==> src/rtl/invmat_pkg.sv <==
// Shared definitions for the inverse-matrix input loader: default matrix
// geometry and the loader FSM state encoding.
package invmat_pkg;

  localparam int MAT_SIZE_DEF   = 5;   // N: matrix is N x N
  localparam int MAT_DWIDTH_DEF = 46;  // signed <31.14> fixed-point element

  // FILL: accepting elements; HOLD: full matrix waiting for the inverter;
  // LAUNCH: single-cycle hand-off strobe.
  typedef enum logic [1:0] {
    FILL   = 2'd0,
    HOLD   = 2'd1,
    LAUNCH = 2'd2
  } state_t;

endpackage

==> src/rtl/invmat_loader.sv <==
// Collects a row-major stream of N*N elements into a register buffer and
// launches the whole matrix to the inverter with a one-cycle strobe once the
// inverter reports idle. Malformed frames are dropped with a frame_err pulse.
//
// Handshake: an element transfers on a rising edge where s_vld & s_rdy.
// s_rdy depends on FSM state only (high iff FILL), never on s_vld, so the
// upstream may hold s_vld high while waiting. mat_vld is a one-cycle strobe
// with no back-pressure; inv_ready is only looked at in HOLD.
module invmat_loader
  import invmat_pkg::*;
#(
  parameter int MAT_SIZE   = MAT_SIZE_DEF,
  parameter int MAT_DWIDTH = MAT_DWIDTH_DEF
) (
  input  logic                                     clk,
  input  logic                                     reset,
  input  logic [MAT_DWIDTH-1:0]                    s_data,
  input  logic                                     s_vld,
  input  logic                                     s_last,
  output logic                                     s_rdy,
  input  logic                                     inv_ready,
  output logic [MAT_DWIDTH*MAT_SIZE*MAT_SIZE-1:0]  mat_in,
  output logic                                     mat_vld,
  output logic                                     frame_err,
  output logic [7:0]                               mat_cnt,
  output state_t                                   state_dbg
);

  localparam int NELEM = MAT_SIZE * MAT_SIZE;
  localparam int IDX_W = (NELEM > 1) ? $clog2(NELEM) : 1;
  localparam logic [IDX_W-1:0] IDX_LAST = IDX_W'(NELEM - 1);

  state_t                state_q, state_d;
  logic [IDX_W-1:0]      idx_q, idx_d;
  logic                  frame_err_q, frame_err_d;
  logic [7:0]            mat_cnt_q, mat_cnt_d;
  logic                  xfer;
  logic [MAT_DWIDTH-1:0] buf_q [NELEM];

  // Next-state, index, error and launch-count decode.
  always_comb begin
    state_d     = state_q;
    idx_d       = idx_q;
    frame_err_d = 1'b0;
    mat_cnt_d   = mat_cnt_q;
    s_rdy       = 1'b0;
    xfer        = 1'b0;
    case (state_q)
      FILL: begin
        s_rdy = 1'b1;
        xfer  = s_vld;
        if (s_vld) begin
          if (idx_q == IDX_LAST) begin
            // Slot N*N-1 written: complete frame only if marked last.
            idx_d = '0;
            if (s_last) state_d = HOLD;
            else        frame_err_d = 1'b1;
          end else if (s_last) begin
            // Early last: drop the partial matrix.
            idx_d       = '0;
            frame_err_d = 1'b1;
          end else begin
            idx_d = idx_q + IDX_W'(1);
          end
        end
      end
      HOLD: begin
        if (inv_ready) state_d = LAUNCH;
      end
      LAUNCH: begin
        mat_cnt_d = mat_cnt_q + 8'd1;
        state_d   = FILL;
      end
      default: state_d = FILL;
    endcase
  end

  // Control registers: state, write index, error pulse, launch counter.
  always_ff @(posedge clk or posedge reset) begin
    if (reset) begin
      state_q     <= FILL;
      idx_q       <= '0;
      frame_err_q <= 1'b0;
      mat_cnt_q   <= 8'd0;
    end else begin
      state_q     <= state_d;
      idx_q       <= idx_d;
      frame_err_q <= frame_err_d;
      mat_cnt_q   <= mat_cnt_d;
    end
  end

  // Element buffer: one register per matrix slot, written bit-exact.
  always_ff @(posedge clk or posedge reset) begin
    if (reset) begin
      for (int k = 0; k < NELEM; k++) buf_q[k] <= '0;
    end else if (xfer) begin
      buf_q[idx_q] <= s_data;
    end
  end

  // Element (r,c) sits at bit offset MAT_DWIDTH*(N*r+c).
  for (genvar k = 0; k < NELEM; k++) begin : g_pack
    assign mat_in[k*MAT_DWIDTH +: MAT_DWIDTH] = buf_q[k];
  end

  assign mat_vld   = (state_q == LAUNCH);
  assign frame_err = frame_err_q;
  assign mat_cnt   = mat_cnt_q;
  assign state_dbg = state_q;

endmodule
==> config.mk <==
export PLATFORM = sky130hd
export DESIGN_NAME = invmat_loader
export DESIGN_NICKNAME = d
export VERILOG_FILES = /design/src/rtl/invmat_pkg.sv /design/src/rtl/invmat_loader.sv
export SDC_FILE = /design/constraint.sdc
export NUM_CORES = 2
export LEC_CHECK = 0
export CAP_MARGIN = 20
export CORE_AREA = 2 2 469 471
export CTS_CLUSTER_SIZE = 14
export DETAILED_ROUTE_END_ITERATION = 7
export DIE_AREA = 0 0 471 473
export SYNTH_ARGS = -nofsm -noshare
export SYNTH_HDL_FRONTEND = slang
export SYNTH_SLANG_ARGS = --single-unit
==> constraint.sdc <==
create_clock -name clk -period 149.2 [get_ports clk]
set_input_delay 44.76 -clock clk [delete_from_list [all_inputs] [get_ports clk]]
set_output_delay 44.76 -clock clk [all_outputs]
set_load 0.01 [all_outputs]
==> impl_metrics.json <==
{
  "slew_violations": 0,
  "max_stage_delay_ns": 0.85,
  "crit_path_cell_trace": "clkdlybuf4s50_1 > inv_8 > buf_12 > buf_4 > buf_4 > buf_4 > buf_4 > buf_4 > buf_16",
  "top_usage_layer": "met2",
  "grt_usage": 0.144,
  "critical-path-top-delay-family": "buffers and inverters",
  "clkLatencyLatePin_ns": 0.78,
  "drive_gt1_frac": 0.362,
  "tritoncts": "built",
  "dieArea_um2": 223000,
  "end_kind": "asynchronous set/reset pin",
  "cts_num_sinks": 1166,
  "worstPathArrival_ns": 50.53,
  "finalCritPeriodShare": 0.333,
  "cts_made_buffers": 133,
  "start_util": 0.201,
  "powerDensity_nw_per_um2": 15.2,
  "ctsResizeCount": 0,
  "outcome": "finished, final reports clean",
  "rsz0062_at_grt": "false",
  "clockRootBuffer": "clkbuf_16",
  "htreeDepth": 4,
  "fin_ws_ns": 99.57,
  "use_met2": 0.242,
  "leakagePower_uw": 0.0287,
  "die_x_um": 471,
  "clk_pin_slew_worst_paths_ns": 0.06,
  "fp-row-count": 172,
  "fin_area_um2": 63500,
  "ff2ff_setup_slack_ns": 145.94,
  "fin_tns_setup_ns": 0,
  "drtPass1Iterations": 6,
  "wl_per_cell_um": 24.4,
  "ys_types": 38,
  "async_flop_share": 1.00,
  "critPathMostFrequentCell": "buf_4",
  "yosys_register_bits": 1166,
  "antenna_found_initial": 16,
  "drv_cap": 0,
  "r2r-end": "mat_in[827]",
  "worst_slew_pin_slew_ns": 1.11,
  "hold_viol_final": 0,
  "reg2reg_from": "idx_q[1]",
  "slowest_stage": "buf_4",
  "hold_path_startpoint": "mat_cnt[7]",
  "syn-num-nets": 2668,
  "max_freq_mhz": 20.1,
  "grtUsageMet1": 0.163,
  "holdPathEnd": "mat_cnt[7]",
  "synth_warnings": 0,
  "dominantRegCellSynth": "dfrtp_1",
  "viasPerCell": 4.06,
  "p_total_uw": 964,
  "ir_drop_uv": 11.1,
  "dp_hpwl_mm": 109,
  "via_count": 27600,
  "grt_pass1_vias": 29100,
  "syn-mean-instance-area_um2": 16.8,
  "setup_violations": 0,
  "hp-class": "register to register",
  "io_pins": 1214,
  "crit_buf_inv": 9,
  "overflow": 0,
  "drt_iter0_drc": 1276,
  "ctsHoldBuffers": 0,
  "ant_nets": 0,
  "nets": 3872,
  "pre_cts_slack_ns": 98.16,
  "grt_pass1_wl_mm": 229,
  "grt_use_met3": 0.0586,
  "core_um2": 218000,
  "path_max_fanout": 131,
  "synthToLayoutAreaGrowth_pct": 45.0,
  "r2r_cells": 5,
  "clockBufferDepth": 3,
  "ys_seq_area_frac": 0.666,
  "gp_congestion": 0.736,
  "synth_edf_count": 0,
  "hold_depth": 1,
  "portBuffers": 1213,
  "slew_headroom": 0.257,
  "drcViolationCount": 0,
  "fill_cells": 22000,
  "finalCriticalPeriod_ns": 49.63,
  "die_y_um": 473,
  "routed_wirelength_mm": 166,
  "placed_area_um2": 59000,
  "skew_ns": 0.0287,
  "synth_area_um2": 43800,
  "cp.required_ns": 150.10,
  "cts_setup_buffers": 0,
  "start_kind": "primary input",
  "grt_max_degree": 152,
  "syn_inst": 2612,
  "crit_type": "primary input to asynchronous set/reset pin"
}
[cells in the final DEF (no fill, tap or decap), drive strengths merged]
| cell type | count |
|---|---|
| clkdlybuf4s50 | 1187 |
| dfrtp | 1166 |
| mux2 | 1151 |
| clkbuf | 198 |
| buf | 86 |
| nand2 | 24 |
| inv | 16 |
| clkinv | 15 |
| diode | 12 |
| bufinv | 9 |
| xnor2 | 8 |
| nor2 | 7 |
| ha | 5 |
| nor3 | 5 |
| nor3b | 4 |
| nor4bb | 4 |
| nand4 | 3 |
| clkinvlp | 3 |
| nand3b | 2 |
| a31oi | 2 |
| o21ai | 2 |
| a21oi | 2 |
| or3b | 1 |
| nor2b | 1 |
| nand4b | 1 |
| or4bb | 1 |
| nand4bb | 1 |
| and4b | 1 |
| and3 | 1 |
| a2bb2oi | 1 |
| and3b | 1 |
| xor2 | 1 |
| o22ai | 1 |
| nand3 | 1 |
| or4 | 1 |
| nand2b | 1 |
| or3 | 1 |
[cell families after synthesis]
kind of cell    count (synthesis)  share of synthesized area
buf+inv                       212                     0.0241
fa+ha+maj                       5                    0.00143
simple gates                   61                    0.00929
compound gates                  8                    0.00109
flops                        1166                      0.666
mux                          1151                      0.296
xor+xnor                        9                    0.00180
[worst max path at each step]
stage | end | from | cells after the start | slack (ns)
after floorplan | frame_err | reset | 1 | 71.60
after global placement | mat_in[640] | reset | 8 | 98.30
after detailed placement | mat_in[62] | reset | 8 | 98.16
after CTS | mat_in[1007] | reset | 8 | 99.03
after global routing | mat_in[1025] | reset | 9 | 98.76
final | mat_in[1028] | reset | 9 | 99.57
[sequential cells by signal (all words and copies together) (netlist names)]
signal	count
idx_q	5
frame_err	1
mat_in	1150
mat_cnt	8
state_dbg	2
[Yosys cell counts, types with 2 or more instances]
cell type	count	share of area
nand2_2	4	0.00057
ha_1	5	0.0014
buf_6	20	0.0051
nand2_1	20	0.0017
nor4bb_1	4	0.00091
mux2_1	43	0.011
nor2_1	3	0.00026
buf_2	85	0.0097
nor2_2	4	0.00057
a31oi_1	2	0.00029
nand4_1	3	0.00043
xnor2_1	8	0.0016
nand3b_1	2	0.00034
clkbuf_1	98	0.0084
o21ai_0	2	0.00023
inv_1	8	0.00069
dfrtp_1	1166	0.67
nor3_4	4	0.0015
nor3b_1	4	0.00069
mux2_2	1108	0.28
a21oi_1	2	0.00023
[area by class of cell]
type                            count  area [um^2]  share of cell area
Timing Repair Buffer             1273        12500               0.198
Clock inverter                     35          591             0.00930
Multi-Input combinational cell   1234        13700               0.216
Sequential cell                  1166        29200               0.459
Clock buffer                      198         3820              0.0602
Tap cell                         2871         3590              0.0566
Antenna cell                       12         30.0            0.000473
Inverter                            8         37.5            0.000591
[stage by stage]
step	util	hold slack [ns]	cells
after floorplan	-	0.508	2612
after global placement	0.270	0.466	6546
after detailed placement	0.270	0.468	6548
after CTS	0.291	0.478	6781
after global routing	0.291	0.491	6786
final	0.291	0.478	6797
[where the power goes]
part           switching (uW)  internal [uW]  total [uW]
clock                     138            194         332
sequential               29.1            372         401
combinational            96.9            134         231
[metal layers]
| metal | part of all wire | vias to the layer above |
|---|---|---|
| li1 | - | 11600 |
| met1 | 0.39 | 14600 |
| met2 | 0.48 | 1141 |
| met3 | 0.091 | 257 |
| met4 | 0.033 | 0 |
| met5 | 0 | - |
Note: power is estimated with default switching activity, not from simulation.
